### src/rtl/banco_captura_rtc_pkg.sv
// Shared definitions for the RTC capture bank: FSM state encoding,
// funcion_conf mode encodings and the default per-mode skip masks.
package rtc_pkg;

    // Sweep sequencer states.
    typedef enum logic [1:0] {
        IDLE    = 2'd0,
        PIDE    = 2'd1,
        CAPTURA = 2'd2,
        FIN     = 2'd3
    } estado_t;

    // funcion_conf encodings: which register group the user is editing.
    localparam logic [1:0] MODO_NORMAL = 2'b00;
    localparam logic [1:0] MODO_HORA   = 2'b01;
    localparam logic [1:0] MODO_FECHA  = 2'b10;
    localparam logic [1:0] MODO_TIMER  = 2'b11;

    // Default skip masks for the standard 10-register map.
    localparam logic [9:0] MASK_HORA_DEF  = 10'b0000000111; // sec/min/hour
    localparam logic [9:0] MASK_FECHA_DEF = 10'b0001111000; // day/month/year/weekday
    localparam logic [9:0] MASK_TIMER_DEF = 10'b1110000000; // timer sec/min/hour

endpackage

### src/rtl/banco_captura_rtc_buscador_siguiente.sv
// Combinational finder: returns the lowest register index >= inicio whose
// skip-mask bit is clear, plus a flag telling whether such an index exists.
module buscador_siguiente #(
    parameter int NUM_REG = 10,
    parameter int ADDR_W  = 4
) (
    input  logic [NUM_REG-1:0] mascara,
    input  logic [ADDR_W:0]    inicio,
    output logic [ADDR_W-1:0]  indice,
    output logic               encontrado
);

    // Scan from the top down so the last hit kept is the lowest eligible index.
    always_comb begin
        indice     = '0;
        encontrado = 1'b0;
        for (int i = NUM_REG - 1; i >= 0; i--) begin
            if (!mascara[i] && ((ADDR_W+1)'(i) >= inicio)) begin
                indice     = ADDR_W'(i);
                encontrado = 1'b1;
            end
        end
    end

endmodule

### src/rtl/banco_captura_rtc.sv
// Sequenced capture bank for the RTC local register map. On iniciar it sweeps
// the map, reading every register not in the group being edited over a
// req/ack handshake and writing the byte into a shadow register.
// Optional feature: define RTC_BCD_CHECK_EN to reject non-BCD data (the
// register is left untouched and the sticky error_bcd flag is raised).
//
// Handshake: rd_req is high for every PIDE cycle and addr_mem_local is stable
// while it is high. A cycle with rd_req=1 and rd_ack=1 completes the transfer
// and dato_rtc is sampled on that edge; rd_ack is ignored when rd_req=0.
module banco_captura_rtc
    import rtc_pkg::*;
#(
    parameter int               NUM_REG    = 10,
    parameter int               DATA_W     = 8,
    parameter int               ADDR_W     = 4,
    parameter logic [NUM_REG-1:0] MASK_HORA  = MASK_HORA_DEF,
    parameter logic [NUM_REG-1:0] MASK_FECHA = MASK_FECHA_DEF,
    parameter logic [NUM_REG-1:0] MASK_TIMER = MASK_TIMER_DEF,
    parameter int               TIMEOUT    = 255
) (
    input  logic                      clk,
    input  logic                      reset,
    input  logic [1:0]                funcion_conf,
    input  logic                      iniciar,
    output logic                      rd_req,
    output logic [ADDR_W-1:0]         addr_mem_local,
    input  logic                      rd_ack,
    input  logic [DATA_W-1:0]         dato_rtc,
    output logic [NUM_REG-1:0]        hold,
    output logic [NUM_REG*DATA_W-1:0] regs_out,
    output logic                      ocupado,
    output logic                      fin,
    output logic                      timeout,
    output logic                      error_bcd,
    output logic [1:0]                estado_dbg
);

    localparam int CNT_W = $clog2(TIMEOUT + 1);

    estado_t                   state, state_next;
    logic [NUM_REG-1:0]        mask_q;
    logic [NUM_REG-1:0]        mask_sel;
    logic [ADDR_W-1:0]         addr_q;
    logic [DATA_W-1:0]         dato_q;
    logic [CNT_W-1:0]          cnt_q;
    logic [NUM_REG*DATA_W-1:0] regs_q;
    logic [ADDR_W:0]           busca_inicio;
    logic [ADDR_W-1:0]         busca_idx;
    logic                      busca_ok;
    logic                      tmo_hit;
    logic                      dato_ok;
    logic                      escribe;

    function automatic logic [NUM_REG-1:0] mascara_modo(input logic [1:0] modo);
        case (modo)
            MODO_HORA:  return MASK_HORA;
            MODO_FECHA: return MASK_FECHA;
            MODO_TIMER: return MASK_TIMER;
            default:    return '0;
        endcase
    endfunction

    // Finder inputs: in IDLE search from 0 with the mask about to be latched,
    // in CAPTURA search above the current address with the latched mask.
    always_comb begin
        mask_sel     = (state == IDLE) ? mascara_modo(funcion_conf) : mask_q;
        busca_inicio = '0;
        if (state == CAPTURA) begin
            busca_inicio = {1'b0, addr_q} + (ADDR_W+1)'(1);
        end
    end

    buscador_siguiente #(
        .NUM_REG (NUM_REG),
        .ADDR_W  (ADDR_W)
    ) u_buscador (
        .mascara    (mask_sel),
        .inicio     (busca_inicio),
        .indice     (busca_idx),
        .encontrado (busca_ok)
    );

    // The last tolerated wait cycle without ack aborts the sweep.
    assign tmo_hit = (state == PIDE) && !rd_ack && (cnt_q == CNT_W'(TIMEOUT - 1));

`ifdef RTC_BCD_CHECK_EN
    // Latched data is acceptable only if every nibble is a decimal digit.
    always_comb begin
        dato_ok = 1'b1;
        for (int k = 0; k < DATA_W / 4; k++) begin
            if (dato_q[k*4 +: 4] > 4'd9) begin
                dato_ok = 1'b0;
            end
        end
    end
`else
    assign dato_ok = 1'b1;
`endif

    assign escribe = (state == CAPTURA) && dato_ok;

    // State register.
    always_ff @(posedge clk or posedge reset) begin
        if (reset) begin
            state <= IDLE;
        end else begin
            state <= state_next;
        end
    end

    // Next-state logic for the sweep sequencer.
    always_comb begin
        state_next = state;
        case (state)
            IDLE: begin
                if (iniciar) begin
                    state_next = busca_ok ? PIDE : FIN;
                end
            end
            PIDE: begin
                if (rd_ack) begin
                    state_next = CAPTURA;
                end else if (tmo_hit) begin
                    state_next = IDLE;
                end
            end
            CAPTURA: begin
                state_next = busca_ok ? PIDE : FIN;
            end
            FIN: begin
                state_next = IDLE;
            end
            default: begin
                state_next = IDLE;
            end
        endcase
    end

    // Sweep datapath: skip mask, request address, wait counter, data latch.
    always_ff @(posedge clk or posedge reset) begin
        if (reset) begin
            mask_q <= '0;
            addr_q <= '0;
            cnt_q  <= '0;
            dato_q <= '0;
        end else begin
            if (state == IDLE && iniciar) begin
                mask_q <= mask_sel;
            end
            if (state_next == PIDE && state != PIDE) begin
                addr_q <= busca_idx;
                cnt_q  <= '0;
            end else if (state == PIDE && !rd_ack) begin
                cnt_q <= cnt_q + CNT_W'(1);
            end
            if (state == PIDE && rd_ack) begin
                dato_q <= dato_rtc;
            end
        end
    end

    // Shadow registers: written on the edge that ends the CAPTURA cycle.
    always_ff @(posedge clk or posedge reset) begin
        if (reset) begin
            regs_q <= '0;
        end else if (escribe) begin
            regs_q[addr_q*DATA_W +: DATA_W] <= dato_q;
        end
    end

    // Registered status outputs, aligned with the state they describe.
    always_ff @(posedge clk or posedge reset) begin
        if (reset) begin
            ocupado <= 1'b0;
            fin     <= 1'b0;
            timeout <= 1'b0;
        end else begin
            ocupado <= (state_next != IDLE);
            fin     <= (state_next == FIN);
            timeout <= tmo_hit;
        end
    end

`ifdef RTC_BCD_CHECK_EN
    // Sticky BCD error: cleared when a new sweep starts, set on rejected data.
    always_ff @(posedge clk or posedge reset) begin
        if (reset) begin
            error_bcd <= 1'b0;
        end else if (state == IDLE && iniciar) begin
            error_bcd <= 1'b0;
        end else if (state == CAPTURA && !dato_ok) begin
            error_bcd <= 1'b1;
        end
    end
`else
    assign error_bcd = 1'b0;
`endif

    // Active-low write strobe for the register being captured this cycle.
    always_comb begin
        hold = '1;
        if (escribe) begin
            hold[addr_q] = 1'b0;
        end
    end

    assign rd_req         = (state == PIDE);
    assign addr_mem_local = addr_q;
    assign regs_out       = regs_q;
    assign estado_dbg     = state;

endmodule
### config.mk
export PLATFORM = sky130hd
export DESIGN_NAME = banco_captura_rtc
export DESIGN_NICKNAME = d
export VERILOG_FILES = /design/src/rtl/banco_captura_rtc_pkg.sv /design/src/rtl/banco_captura_rtc_buscador_siguiente.sv /design/src/rtl/banco_captura_rtc.sv
export SDC_FILE = /design/constraint.sdc
export NUM_CORES = 1
export LEC_CHECK = 0
export BUFFER_PORTS_ARGS = -buffer_cell sky130_fd_sc_hd__clkbuf_2
export CAP_MARGIN = 20
export CORE_MARGIN = 4
export CORE_UTILIZATION = 54
export CTS_CLUSTER_DIAMETER = 120
export DETAILED_ROUTE_END_ITERATION = 6
export GPL_ROUTABILITY_DRIVEN = 0
export HOLD_SLACK_MARGIN = 0.15
export PLACE_DENSITY = 0.79
export SLEW_MARGIN = 20
export SYNTH_ARGS = -nofsm -noshare
export SYNTH_HDL_FRONTEND = slang
export SYNTH_HIERARCHICAL = 1
export SYNTH_SLANG_ARGS = --single-unit
### constraint.sdc
create_clock -name clk -period 5.3 [get_ports clk]
set_clock_uncertainty 0.1 [all_clocks]
set_input_delay 0.795 -clock clk [delete_from_list [all_inputs] [get_ports clk]]
set_output_delay 0.795 -clock clk [all_outputs]
set_load 0.1 [all_outputs]
After elaboration in Yosys (flattened, before gate mapping)
Index checks and enable logic that the tools add are counted.
- register bits after elaboration: 115
- input port bits: 14
- word-level logic and storage cells: 101
- output and inout port bits: 101
- add/subtract/negate cells: 3
- eq/ne operators: 10
- mux-type cells: 34
- bitwise operators: 1
- shift operators: 2
- reductions and logical operators: 30
- magnitude comparators: 12
- operators by type and width (operator ; number):
    bitwise mux 80 bit ; 1
    variable shift 8 x 34 -> 80 bit (first input constant) ; 1
    indexed part select 8 x 34 -> 80 bit ; 1
    two-way mux 4 bit ; 10
    negation 7 -> 34 bit ; 1
    case mux 10 bit (3 select lines) ; 1
    greater-or-equal comparator 3 x 5 -> 1 bit (first input constant) ; 4
    two-way mux 10 bit ; 2
    logical AND 1 bit ; 16
    two-way mux 8 bit ; 2
    logical NOT 1 bit ; 11
    two-way mux 1 bit ; 11
    == test 2 bit (second input constant) ; 5
    greater-or-equal comparator 1 x 5 -> 1 bit (first input constant) ; 2
    greater-or-equal comparator 2 x 5 -> 1 bit (first input constant) ; 2
    greater-or-equal comparator 4 x 5 -> 1 bit (first input constant) ; 2
    inverter 10 bit ; 1
    adder 8 x 1 -> 8 bit (second input constant) ; 1
    == test 8 bit (second input constant) ; 1
    two-way mux 2 bit ; 4
    case mux 2 bit (4 select lines) ; 1
    == test 2 x 1 -> 1 bit (second input constant) ; 3
    adder 4 x 1 -> 5 bit (second input constant) ; 1
    less-than comparator 4 x 5 -> 1 bit (second input constant) ; 1
    other kinds (6) ; 7

Depth between registers and ports, before layout
- depth in word-level cells: 21
- depth in mapped cells: 15
- depth with buffers taken out: 11

Modules after synthesis
Netlist, hierarchy kept.
- modules (own cells, without submodules) (module ; sequential area each (µm²) ; area an instance (µm²) ; cells an instance ; times used):
    banco_captura_rtc ; 2877.8 ; 5032.3 ; 391 ; 1
    buscador_siguiente ; 0.0 ; 295.3 ; 43 ; 1

Least setup slack after synthesis
Ideal clock, no wire load.
- kind: register -> register
- start: register addr_q[0], in the netlist addr_mem_local[0]
- end: register addr_q[0], in the netlist addr_mem_local[0]
- arrival: 3.515 ns
- setup time: 0.133 ns
- setup slack: 1.552 ns
- stages on the path, launching flop included: 14
- clock period less this slack: 3.748 ns
- cells stage by stage: dfrtp_1 buf_2 inv_1 ha_1 buf_2 and2_1 buf_6 a211o_1 a221o_1 nand3b_1 inv_1 nor2_1 clkbuf_1 o21ai_0
- word-level cells in the longest chain between the ends: 19
- RTL lines (what ; line ; source):
    start, declared ; banco_captura_rtc.sv:43 ; logic [ADDR_W-1:0] addr_q;
    start signal, assigned ; banco_captura_rtc.sv:151 ; addr_q <= busca_idx;
    adder 4 x 1 -> 5 bit (*) ; banco_captura_rtc.sv:69 ; busca_inicio = {1'b0, addr_q} + (ADDR_W+1)'(1);
    two-way mux 5 bit (*) ; banco_captura_rtc.sv:68 ; if (state == CAPTURA) begin
    net busca_inicio[1] ; banco_captura_rtc.sv:47 ; logic [ADDR_W:0] busca_inicio;
    greater-or-equal comparator 4 x 5 -> 1 bit ; banco_captura_rtc_buscador_siguiente.sv:18 ; if (!mascara[i] && ((ADDR_W+1)'(i) >= inicio)) begin
    logical AND 1 bit ; banco_captura_rtc_buscador_siguiente.sv:18 ;
    two-way mux 1 bit (9 in series) ; banco_captura_rtc_buscador_siguiente.sv:18 ;
    two-way mux 1 bit (*) ; banco_captura_rtc_buscador_siguiente.sv:18 ;
    net busca_ok ; banco_captura_rtc.sv:49 ; logic busca_ok;
    two-way mux 2 bit (*) ; banco_captura_rtc.sv:117, banco_captura_rtc.sv:128 ;
    two-way mux 2 bit ; banco_captura_rtc.sv:116 ; if (iniciar) begin
    case mux 2 bit (4 select lines) (*) ; banco_captura_rtc.sv:114 ; case (state)
    == test 2 x 1 -> 1 bit (*) ; banco_captura_rtc.sv:150 ; if (state_next == PIDE && state != PIDE) begin
    logical AND 1 bit (*) ; banco_captura_rtc.sv:150 ;
The timed path passes the listed nets; every way through them passes the cells marked *.
A chain may end at the register's enable or synchronous reset.

Worst setup path after layout
- start: register addr_q[0], in the netlist addr_mem_local[0]
- end: register addr_q[2], in the netlist addr_mem_local[2]
Same word-level chain as after synthesis.

==> summary.txt <==
Dominant cell by count in the synthesized netlist: dfrtp_1
Switching power share of the total: 0.433
Multi-input combinational cell area: 2300 um^2
HPWL reported at the end of detailed placement: 8390 um
Worst-path clk slew: 0.06 ns
Fin. max-slew vios: 0
Antenna violations before repair: 0
CP Launch Type: flip-flop
Post-synth EDFFs: 0
Worst reg2reg setup slack: 1.34 ns
Worst EP arrival: 4.25 ns
Part of the Yosys area used for sequential elements: 0.540
Wire length per cell: 17.6 um
Register area: 2880 um^2
Tightest Pin Transition: 0.908 ns
Final hold vios: 0
Clock share of power: 0.312
DRT Wirelength: 12200 um
Layout cells sized above 1: 0.444
Final net count: 571
Status: finished clean
Post-Syn Nets: 455
Final setup vio count: 0
# fillers: 683
Setup TNS: 0 ns
Initial Utilization: 0.566
# diodes: 0
Int Pwr: 1.97 mW
CP required: 5.59 ns
Setup crit start: addr_mem_local[0]
Synthesis-to-layout area growth: 22.4%
Synth warn: 6
Cell variety after synth: 62
DR vias: 3818
Resized cells post-CTS: 0
Ranking of synthesized cells by area: dfrtp_1 (54%), mux2_2 (17%), nand2_1 (3.9%), mux2_4 (2.3%), ha_1 (1.6%)
CTS HTree Levels: 4
Hold-fix buffers at CTS: 0
Synth Register Bits: 115
Die height: 107 um
Global-route wire length before repair: 20500 um
Pwr dens: 532 nW/um^2
Flop pwr share: 0.344
Finished Core Util: 0.693
Most common flop cell mapped by yosys: dfrtp_1
CTS Buf Count: 17
Clock Tree Buf Depth: 2
Commonest cells in the netlist: dfrtp_1 (115), mux2_2 (79), nand2_1 (55)
Rel. slew slack: 0.392
DR vias/cell: 5.52
Crit path time final: 3.96 ns
Total power: 3.47 mW
Cell taking the most area after synthesis: dfrtp_1
Hold crit path type: in -> async
DRT antenna net count: 0
Critical Path Fanout Max: 14
Synth Area per Inst: 12.3 um^2
Port Buffers: 113
Fmax: 0.252 GHz
CP Class: reg -> reg
Final instance area: 6520 um^2
Gr usage total: 0.229
Core area: 9420 um^2
CP Capture Type: flip-flop
MaxCap Viol Count: 0
Sinks on Clock Net: 115
Reg-to-reg critical path startpoint: addr_mem_local[0]
Post-synthesis async set-or-reset flop share: 1.00
Crit share post-route: 0.747
DP Area: 5950 um^2
Total gr overflow: 0
Clk root buf: clkbuf_8
# rows: 35
Combinational share of power: 0.344
Reg2reg end: addr_mem_local[2]
Leakage: 3.52 nW
R2R cell count: 9
Drt first pass iters: 5
Setup repair bufs after CTS: 0
Post-synthesis cell count: 434
Worst-Skew Late Latency: 0.51 ns
Crit path to: addr_mem_local[2]
Peak supply drop: 0.479 mV
I/O pin cnt: 115
Syn Std Cell Area: 5330 um^2
DRT iter0 DRCs: 164
Yosys top cell area share: 0.540
Vias in the first global route: 4009
Remaining DRCs: 0
RSZ-0062 raised after global routing: no
Die area: 11500 um^2
Largest net degree at the start of global routing: 64
CTS tree: yes
P_sw: 1.50 mW
Die Wd: 107 um
==> cells in the final DEF, fill, tap and decap left out, drive strengths merged, types with 2 or more instances in the layout <==
cell      instances
clkinv            4
nand3b            5
xnor2             5
o31ai             2
or3               3
ha                7
dfrtp           115
nand4             4
o21ai            14
or2               3
nand4b            4
inv              17
mux2             87
nor4              2
nor3             10
xor2              2
nor3b             4
nand2            55
a21oi             2
nand2b            3
clkbuf          131
a21o             11
and3              2
nand3             9
and2             10
o211ai            2
nor2             23
clkinvlp          2
o21a              2
and2b             2
==> area by class of cell <==
| class | instances | share of cell area |
|---|---|---|
| tap | 129 | 0.0248 |
| multi-input combinational | 292 | 0.352 |
| sequential | 115 | 0.441 |
| timing repair buffer | 114 | 0.0879 |
| clock buffer | 18 | 0.0656 |
| inverter | 10 | 0.00614 |
| clock inverter | 14 | 0.0219 |
==> flip-flops by register name, summed over array words and instances, names as in the netlist <==
signal and flops:
regs_out 80, mask_q 10, cnt_q 8, dato_q 8
addr_mem_local 4, estado_dbg 2, fin 1, ocupado 1
timeout 1
==> cell families (layout without fill, tap and decap cells) <==
family	after synthesis	count (layout)	synth area share
flops	115	115	0.540
mux	88	88	0.191
xor+xnor	7	7	0.0129
fa+ha+maj	7	7	0.0164
other cells	1	1	0.000704
buf+inv	27	156	0.0284
simple gates	144	144	0.151
compound gates	45	45	0.0594
==> worst min path at each step <==
stage / from / endpoint / slack, ns / depth (start not counted)
6_report: reset / regs_out[6] / 0.31 / 2
5_1_grt: reset / regs_out[30] / 0.37 / 2
4_1_cts: reset / regs_out[30] / 0.32 / 2
3_5_place_dp: mask_q[8] / mask_q[8] / 0.37 / 1
3_3_place_gp: mask_q[4] / mask_q[4] / 0.36 / 2
2_1_floorplan: cnt_q[6] / cnt_q[6] / 0.34 / 1
==> layer usage <==
| layer | up-vias | GRT usage | share of wire |
|---|---|---|---|
| met5 | - | 0 | 0 |
| met2 | 128 | 0.370 | 0.49 |
| met1 | 1914 | 0.300 | 0.43 |
| met4 | 0 | 0.0511 | 0.0091 |
| li1 | 1766 | - | - |
| met3 | 10 | 0.0762 | 0.066 |
==> per-stage QoR <==
| step | cells | hold WS [ns] | setup slack (ns) |
|---|---|---|---|
| detailed placement | 660 | 0.367 | 1.51 |
| global placement | 660 | 0.362 | 1.69 |
| global route | 692 | 0.370 | 1.13 |
| finish | 692 | 0.314 | 1.34 |
| floorplan | 434 | 0.342 | 1.36 |
| CTS | 692 | 0.325 | 1.43 |
==> worst max-delay path, cell delays in order, from the launching register on <==
cell	delay (ns)
dfrtp_1	0.63
inv_1	0.27
ha_1	0.54
and2_1	0.33
a2111o_1	0.45
nand3b_1	0.15
nand3b_1	0.18
inv_1	0.08
nor2_1	0.70
mux2_2	0.41
==> power groups by stage <==
stage          combinational (mW)  clock, mW  sequential [mW]
2_1_floorplan               0.602          0             1.55
3_3_place_gp                 1.16          0             1.19
3_5_place_dp                 1.18          0             1.21
4_1_cts                      1.19       1.09             1.19
5_1_grt                      1.27       1.15             1.22
6_report                     1.19       1.08             1.19
Note: power is estimated with default switching activity, not from simulation.
